## src/rtl/alu_pkg.sv

```systemverilog
// Shared opcode, flag-index and state definitions for seq_alu and the control unit.
// SEQ_ALU_MULDIV_EN enables the iterative MUL/DIV/MOD opcodes.
package alu_pkg;

  localparam logic [3:0] OP_ADD     = 4'd0;
  localparam logic [3:0] OP_SUB     = 4'd1;
  localparam logic [3:0] OP_AND     = 4'd2;
  localparam logic [3:0] OP_OR      = 4'd3;
  localparam logic [3:0] OP_XOR     = 4'd4;
  localparam logic [3:0] OP_NOT     = 4'd5;
  localparam logic [3:0] OP_SHL     = 4'd6;
  localparam logic [3:0] OP_SHR     = 4'd7;
  localparam logic [3:0] OP_MUL     = 4'd8;
  localparam logic [3:0] OP_DIV     = 4'd9;
  localparam logic [3:0] OP_MOD     = 4'd10;
  localparam logic [3:0] OP_INC     = 4'd11;
  localparam logic [3:0] OP_DEC     = 4'd12;
  localparam logic [3:0] OP_PASSA   = 4'd13;
  localparam logic [3:0] OP_PASSB   = 4'd14;
  localparam logic [3:0] OP_ILLEGAL = 4'd15;

  localparam int FLG_Z = 0;
  localparam int FLG_C = 1;
  localparam int FLG_N = 2;
  localparam int FLG_V = 3;
  localparam int FLG_E = 4;

  typedef enum logic [1:0] {
    ST_IDLE = 2'd0,
    ST_ITER = 2'd1,
    ST_FIN  = 2'd2
  } state_t;

endpackage

```

## src/rtl/seq_muldiv_core.sv

```systemverilog
// Iterative datapath: shift-add multiply and restoring divide sharing one hi/lo register pair.
// Built only when SEQ_ALU_MULDIV_EN is defined; WIDTH steps per operation.
module seq_muldiv_core #(
  parameter int WIDTH = 4
) (
  input  logic             clk,
  input  logic             rst,
  input  logic             load,
  input  logic             step,
  input  logic             is_div,
  input  logic [WIDTH-1:0] a,
  input  logic [WIDTH-1:0] b,
  output logic             last,
  output logic [WIDTH-1:0] hi,
  output logic [WIDTH-1:0] lo
);

  localparam int CW = $clog2(WIDTH + 1);

  logic [WIDTH-1:0] b_q;
  logic [CW-1:0]    cnt;
  logic             div_q;
  logic [WIDTH:0]   add_s, rem_s, rem_d;

  // MUL: hi accumulates partial products, lo shifts out multiplier bits.
  // DIV: hi is the running remainder, lo shifts dividend out / quotient in.
  always_comb begin
    add_s = {1'b0, hi} + (lo[0] ? {1'b0, b_q} : '0);
    rem_s = {hi, lo[WIDTH-1]};
    rem_d = rem_s - {1'b0, b_q};
  end

  always_ff @(posedge clk or posedge rst) begin
    if (rst) begin
      hi    <= '0;
      lo    <= '0;
      b_q   <= '0;
      div_q <= 1'b0;
      cnt   <= '0;
    end else if (load) begin
      hi    <= '0;
      lo    <= a;
      b_q   <= b;
      div_q <= is_div;
      cnt   <= '0;
    end else if (step) begin
      cnt <= cnt + CW'(1);
      if (div_q) begin
        if (!rem_d[WIDTH]) begin
          hi <= rem_d[WIDTH-1:0];
          lo <= {lo[WIDTH-2:0], 1'b1};
        end else begin
          hi <= rem_s[WIDTH-1:0];
          lo <= {lo[WIDTH-2:0], 1'b0};
        end
      end else begin
        hi <= add_s[WIDTH:1];
        lo <= {add_s[0], lo[WIDTH-1:1]};
      end
    end
  end

  assign last = (cnt == CW'(WIDTH - 1));

endmodule

```

## src/rtl/seq_alu.sv

```systemverilog
// Registered ALU stage: single-cycle logic/arith ops, iterative MUL/DIV/MOD when
// SEQ_ALU_MULDIV_EN is defined. Results and flags hold until the next completed op.
module seq_alu
  import alu_pkg::*;
#(
  parameter int WIDTH = 4
) (
  input  logic             clk,
  input  logic             rst,
  input  logic             start,
  input  logic [WIDTH-1:0] iA,
  input  logic [WIDTH-1:0] iB,
  input  logic [3:0]       opcode,
  output logic             busy,
  output logic             done,
  output logic [WIDTH-1:0] outrest,
  output logic [4:0]       outflag
);

  logic [WIDTH:0]   sum, dif;
  logic [WIDTH-1:0] sc_res;
  logic [4:0]       sc_flg;
  logic             c, v, e, is_iter;
  logic             idle, sc_take, fin;
  logic [WIDTH-1:0] md_res;
  logic [4:0]       md_flg;

  always_comb begin
    sum     = {1'b0, iA} + {1'b0, iB};
    dif     = {1'b0, iA} - {1'b0, iB};
    sc_res  = '0;
    c       = 1'b0;
    v       = 1'b0;
    e       = 1'b0;
    is_iter = 1'b0;
    case (opcode)
      OP_ADD: begin
        sc_res = sum[WIDTH-1:0];
        c      = sum[WIDTH];
        v      = (iA[WIDTH-1] == iB[WIDTH-1]) && (sum[WIDTH-1] != iA[WIDTH-1]);
      end
      OP_SUB: begin
        sc_res = dif[WIDTH-1:0];
        c      = dif[WIDTH];
        v      = (iA[WIDTH-1] != iB[WIDTH-1]) && (dif[WIDTH-1] != iA[WIDTH-1]);
      end
      OP_AND:   sc_res = iA & iB;
      OP_OR:    sc_res = iA | iB;
      OP_XOR:   sc_res = iA ^ iB;
      OP_NOT:   sc_res = ~iA;
      OP_SHL:   begin sc_res = {iA[WIDTH-2:0], 1'b0}; c = iA[WIDTH-1]; end
      OP_SHR:   begin sc_res = {1'b0, iA[WIDTH-1:1]}; c = iA[0];       end
      OP_INC:   begin sc_res = iA + WIDTH'(1); c = &iA;                end
      OP_DEC:   begin sc_res = iA - WIDTH'(1); c = (iA == '0);         end
      OP_PASSA: sc_res = iA;
      OP_PASSB: sc_res = iB;
`ifdef SEQ_ALU_MULDIV_EN
      OP_MUL:   is_iter = 1'b1;
      OP_DIV, OP_MOD: begin
        if (iB == '0) e = 1'b1;
        else          is_iter = 1'b1;
      end
`endif
      default:  e = 1'b1;
    endcase
    sc_flg = '0;
    sc_flg[FLG_Z] = (sc_res == '0);
    sc_flg[FLG_C] = c;
    sc_flg[FLG_N] = sc_res[WIDTH-1];
    sc_flg[FLG_V] = v;
    sc_flg[FLG_E] = e;
  end

`ifdef SEQ_ALU_MULDIV_EN
  state_t           state, state_nxt;
  logic             load, step, last;
  logic [3:0]       op_q;
  logic [WIDTH-1:0] hi, lo;

  seq_muldiv_core #(.WIDTH(WIDTH)) u_core (
    .clk    (clk),
    .rst    (rst),
    .load   (load),
    .step   (step),
    .is_div (opcode != OP_MUL),
    .a      (iA),
    .b      (iB),
    .last   (last),
    .hi     (hi),
    .lo     (lo)
  );

  always_ff @(posedge clk or posedge rst) begin
    if (rst) begin
      state <= ST_IDLE;
      op_q  <= '0;
    end else begin
      state <= state_nxt;
      if (load) op_q <= opcode;
    end
  end

  always_comb begin
    state_nxt = state;
    load      = 1'b0;
    step      = 1'b0;
    fin       = 1'b0;
    case (state)
      ST_IDLE: if (start && is_iter) begin
        load      = 1'b1;
        state_nxt = ST_ITER;
      end
      ST_ITER: begin
        step = 1'b1;
        if (last) state_nxt = ST_FIN;
      end
      ST_FIN: begin
        fin       = 1'b1;
        state_nxt = ST_IDLE;
      end
      default: state_nxt = ST_IDLE;
    endcase
  end

  always_comb begin
    md_res = (op_q == OP_MOD) ? hi : lo;
    md_flg = '0;
    md_flg[FLG_Z] = (md_res == '0);
    md_flg[FLG_C] = (op_q == OP_MUL) && (hi != '0);
    md_flg[FLG_N] = md_res[WIDTH-1];
  end

  assign idle = (state == ST_IDLE);
  assign busy = !idle;
`else
  assign idle   = 1'b1;
  assign busy   = 1'b0;
  assign fin    = 1'b0;
  assign md_res = '0;
  assign md_flg = '0;
`endif

  assign sc_take = idle && start && !is_iter;

  always_ff @(posedge clk or posedge rst) begin
    if (rst) begin
      outrest <= '0;
      outflag <= '0;
      done    <= 1'b0;
    end else begin
      done <= 1'b0;
      if (sc_take) begin
        outrest <= sc_res;
        outflag <= sc_flg;
        done    <= 1'b1;
      end else if (fin) begin
        outrest <= md_res;
        outflag <= md_flg;
        done    <= 1'b1;
      end
    end
  end

endmodule
```

## config.mk

```make
export PLATFORM = sky130hd
export DESIGN_NAME = seq_alu
export DESIGN_NICKNAME = d
export VERILOG_FILES = /design/src/rtl/alu_pkg.sv /design/src/rtl/seq_muldiv_core.sv /design/src/rtl/seq_alu.sv
export SDC_FILE = /design/constraint.sdc
export NUM_CORES = 1
export LEC_CHECK = 0
export ABC_AREA = 1
export ABC_CLOCK_PERIOD_IN_PS = 800
export CORE_MARGIN = 4
export CORE_UTILIZATION = 50
export CTS_CLUSTER_SIZE = 28
export DETAILED_ROUTE_END_ITERATION = 12
export PLACE_DENSITY_LB_ADDON = 0.15
export RECOVER_POWER = 25
export REMOVE_ABC_BUFFERS = 1
export SLEW_MARGIN = 0
export SYNTH_ARGS = -nofsm -noshare
export SYNTH_HDL_FRONTEND = slang
export SYNTH_SLANG_ARGS = --single-unit
```

## constraint.sdc

```tcl
create_clock -name clk -period 0.8 [get_ports clk]
set_input_delay 0.16 -clock clk [delete_from_list [all_inputs] [get_ports clk]]
set_output_delay 0.16 -clock clk [all_outputs]
set_load 0.01 [all_outputs]
```

==> flow_summary.json <==
{
  "cts.sinks": 9,
  "grt_max_degree": 10,
  "nNetsFinal": 349,
  "wl_per_cell_um": 25.5,
  "drtAntennaViolNets": 0,
  "critPathKind": "in -> reg",
  "p_int_w": 0.00138,
  "rr_endpoint": "outflag[3]$_DFFE_PP0P_",
  "drive_gt1_frac": 0.535,
  "ys_types": 24,
  "hold_path_class": "in -> async",
  "outcome": "complete, but fails checks",
  "max_cap_violations": 0,
  "fp.coreArea_um2": 2500,
  "ys_ff_latch": 9,
  "cp_data_arrival_time_ns": 1.94,
  "startpoint": "iB[0]",
  "setup-violations-final": 18,
  "drt-initial-drc-count": 478,
  "final_area_um2": 2420,
  "dr.pass1.iters": 13,
  "root_buffer": "clkbuf_4",
  "dieArea_um2": 3510,
  "clock.fmax_mhz": 578,
  "regArea_um2": 225,
  "start_util": 0.525,
  "clockBufferDepth": 2,
  "skew_ns": 0,
  "drt-total-wl_um": 8860,
  "diodes": 0,
  "final-hold-violation-count": 0,
  "cts_buffers": 3,
  "gr-total-overflow": 0,
  "pwr-share-clk": 0.154,
  "switching_share": 0.437,
  "clk_pin_slew_ns": 0.06,
  "ios": 26,
  "rows": 18,
  "setup_ws_ns": -0.930,
  "seq_area_frac_synth": 0.172,
  "syn_area_per_cell_um2": 6.01,
  "violations": "DRC, setup timing",
  "clk_latency_ns": 0.28,
  "endpoint": "outflag[0]$_DFFE_PP0P_",
  "period_needed_ns": 1.73,
  "grt_use_met2": 0.626,
  "n_fill_cell": 51,
  "synth_cells": 218,
  "gp_congestion": 0.992,
  "yosysWarnings": 0,
  "cts_tree": "built",
  "leakagePower_nw": 1.29,
  "grt_pass1_wl_um": 9760,
  "peakVddDrop_mv": 1.81,
  "dp_hpwl_um": 3370,
  "place_area_um2": 1930,
  "top_usage_layer": "met2",
  "syn-cell-area_um2": 1310,
  "gr-usage-met1": 0.430,
  "comb_power_share": 0.625,
  "h-tree-depth": 1,
  "vias": 2457,
  "syn_to_final_growth_pct": 84.4,
  "crit_required_ns": 1.01,
  "die_x_um": 59.2,
  "startpoint_type": "primary input",
  "grt_use_met3": 0.0523,
  "via_per_inst": 7.06,
  "r2r_slack_ns": -0.22,
  "worstPathMaxFanout": 2,
  "ff2ff_path_depth": 4,
  "grt_pass1_vias": 2107,
  "fin_crit_sh": 2.16,
  "grt_usage": 0.377,
  "route.detailed.drc": 1,
  "grt_antenna_before_repair": 0,
  "multi_input_area_um2": 1170,
  "power.net_switching_w": 0.00107,
  "pwr-share-seq": 0.221,
  "final_cell_mix": "buf_4, nand2_1, nand3_1",
  "slew_violations": 0,
  "critical_path.endpoint_type": "flip-flop",
  "rsz0062_at_grt": "yes",
  "portBuffers": 24,
  "rr_startpoint": "outflag[3]$_DFFE_PP0P_",
  "p_per_area_nw_per_um2": 1020,
  "layout_commonest_cell": "buf_4",
  "pre_cts_ws_ns": -1.42,
  "die_h_um": 59.2
}
-- stage by stage --
step                      total power [W]   util  cells  hold slack [ns]  setup TNS, ns
after floorplan                  0.000953      -    213          -0.0121          -4.20
after global placement            0.00151  0.772    321            0.433         -11.53
after detailed placement          0.00153  0.772    321            0.446         -11.79
after CTS                         0.00209  0.922    345            0.162          -4.68
after global routing              0.00251  0.967    348            0.337          -7.22
final                             0.00246  0.967    348            0.304          -6.58
-- worst min-delay path by stage --
stage               start                endpoint  slack (ns)
floorplan             rst          done$_DFF_PP0_       -0.01
detailed placement    rst          done$_DFF_PP0_        0.45
global placement      rst          done$_DFF_PP0_        0.43
CTS                   rst  outflag[0]$_DFFE_PP0P_        0.16
finish                rst  outflag[2]$_DFFE_PP0P_        0.30
global route          rst  outrest[1]$_DFFE_PP0P_        0.34
-- power groups by stage --
stage / Clock, W / Sequential [W] / Combinational, W
after global routing: 0.000378 / 0.000541 / 0.00159
after detailed placement: 0 / 0.000544 / 0.000991
final: 0.000377 / 0.000542 / 0.00154
after CTS: 0.000357 / 0.000533 / 0.00120
after floorplan: 0 / 0.000573 / 0.000380
after global placement: 0 / 0.000541 / 0.000971
-- registers in the layout, indices dropped and copies added, names as in the netlist --
register	cells
outflag	5
outrest	3
done	1
-- cells by family after synthesis --
| logic type | count (synthesis) | share of synthesized area |
|---|---|---|
| compound gates | 18 | 0.0754 |
| xor+xnor | 3 | 0.0200 |
| fa+ha+maj | 15 | 0.155 |
| buf+inv | 32 | 0.127 |
| flops | 9 | 0.172 |
| other cells | 1 | 0.00286 |
| simple gates | 140 | 0.448 |
-- cells in the mapped netlist (all sizes together) --
master  number  area share
a21boi       1      0.0057
a21oi        5       0.019
a31oi        3       0.014
buf          2       0.011
bufbuf       1       0.025
clkbuf       2       0.013
conb         1      0.0029
dfrtp        9        0.17
fa           2       0.031
ha          13        0.12
inv         27       0.077
nand2       69        0.20
nand3       35        0.13
nand3b       1      0.0057
nand4        3       0.014
nor2        29       0.083
nor3         2      0.0076
o211ai       1      0.0057
o21ai        8       0.031
or2          1      0.0048
xnor2        1      0.0067
xor2         2       0.013
-- final cells by class --
cell class                 instances  area share
multi-input combinational        177       0.485
tap                               30      0.0155
timing repair buffer             101       0.345
sequential                         9      0.0931
inverter                          27      0.0502
clock buffer                       4      0.0109
-- worst max-delay path: stages --
cell	delay, ns
buf_8	0.08
ha_4	0.14
inv_4	0.04
fa_2	0.36
or2_4	0.28
nand3_1	0.14
nand3_2	0.12
nor2_4	0.14
nand2_2	0.08
nor2_1	0.15
nand3_1	0.15
nand2_1	0.10
-- layer usage --
metal | share of wire | up-vias
met5 | 0 | -
met3 | 0.14 | 154
met1 | 0.31 | 1073
li1 | - | 905
met2 | 0.43 | 325
met4 | 0.12 | 0
-- timing repair --
action / CTS / global route
resized for setup: 173 / 37
setup buffers: 20 / 3
gates cloned: 1 / 0
hold buffers: 0 / 0
endpoints found under the setup margin: 18 / 18
pin swaps: 42 / 20
Note: power is estimated with default switching activity, not from simulation.
==> RTL change (config.mk and constraints unchanged) <==
Change the parameter `WIDTH` from 4 to 6.
--- a/src/rtl/seq_alu.sv
+++ b/src/rtl/seq_alu.sv
@@ -3,7 +3,7 @@
 module seq_alu
   import alu_pkg::*;
 #(
-  parameter int WIDTH = 4
+  parameter int WIDTH = 6
 ) (
   input  logic             clk,
   input  logic             rst,
Ports: changed (resized iA, iB and outrest); port bits go from 26 to 32. No check against the original RTL was run, so the function may have changed too.
==> RTL change against the unedited design <==
  * The run now fails in clock tree synthesis
  * Synthesized cell count is 48% higher
  * Synthesized area up 39%
==> RTL change: results (changes against the unedited design) <==
status: "stopped before the end"
ys_types: 29  # +21%
netlist_instances: 322  # +48%
synthTopCellsByArea: "nand2_1, dfrtp_1, ha_1"
ys_async_sr_fraction: 1.000  # unchanged
hpwlAfterDp_mm: 5.451  # +62%
cts_sinks: 11  # +2
ys_warn_count: 0  # unchanged
h-tree-depth: 1  # unchanged
ctsLongestPathBuffers: 2  # unchanged
stop_stage: "clock tree synthesis"
portBuffers: 30  # +25%
cts_resized: 268  # +55%
post_cts_buffers: 19  # -5.0%
numCtsBuffers: 3  # unchanged
synth_common_cells: "nand2_1, inv_1, nor2_1"
root_buffer: "clkbuf_8"
gp_congestion: 0.9540  # -3.8%
error: "[ERROR DPL-0033] detailed placement checks failed during check placement."
dp_cells: 481  # +50%
synth_seq_area_share: 0.1507  # -0.02107
ys.flop_type: "dfrtp_1"
[RTL change: cell count changes after synthesis, sizes merged, moves of 4 or more]
| cell | before | now |
|---|---|---|
| nand2 | 69 | 110 |
| nor2 | 29 | 47 |
| inv | 27 | 43 |
| o21ai | 8 | 18 |
| ha | 13 | 19 |
| a21oi | 5 | 10 |
| nand4 | 3 | 7 |
[RTL change: through the flow]
| step | instance area (um^2) | setup TNS [ns] | setup slack (ns) |
|---|---|---|---|
| floorplan | 1799 | -5.999 | -0.8404 |
| global placement | 2843 | -15.47 | -1.469 |
| detailed placement | 2843 | -16.12 | -1.501 |
[RTL change: logic make-up after synthesis]
kind of cell	share of synthesized area
buf+inv	0.1062
simple gates	0.4699
fa+ha+maj	0.1521
xor+xnor	0.01439
compound gates	0.1048
other cells	0.002053
flops	0.1507
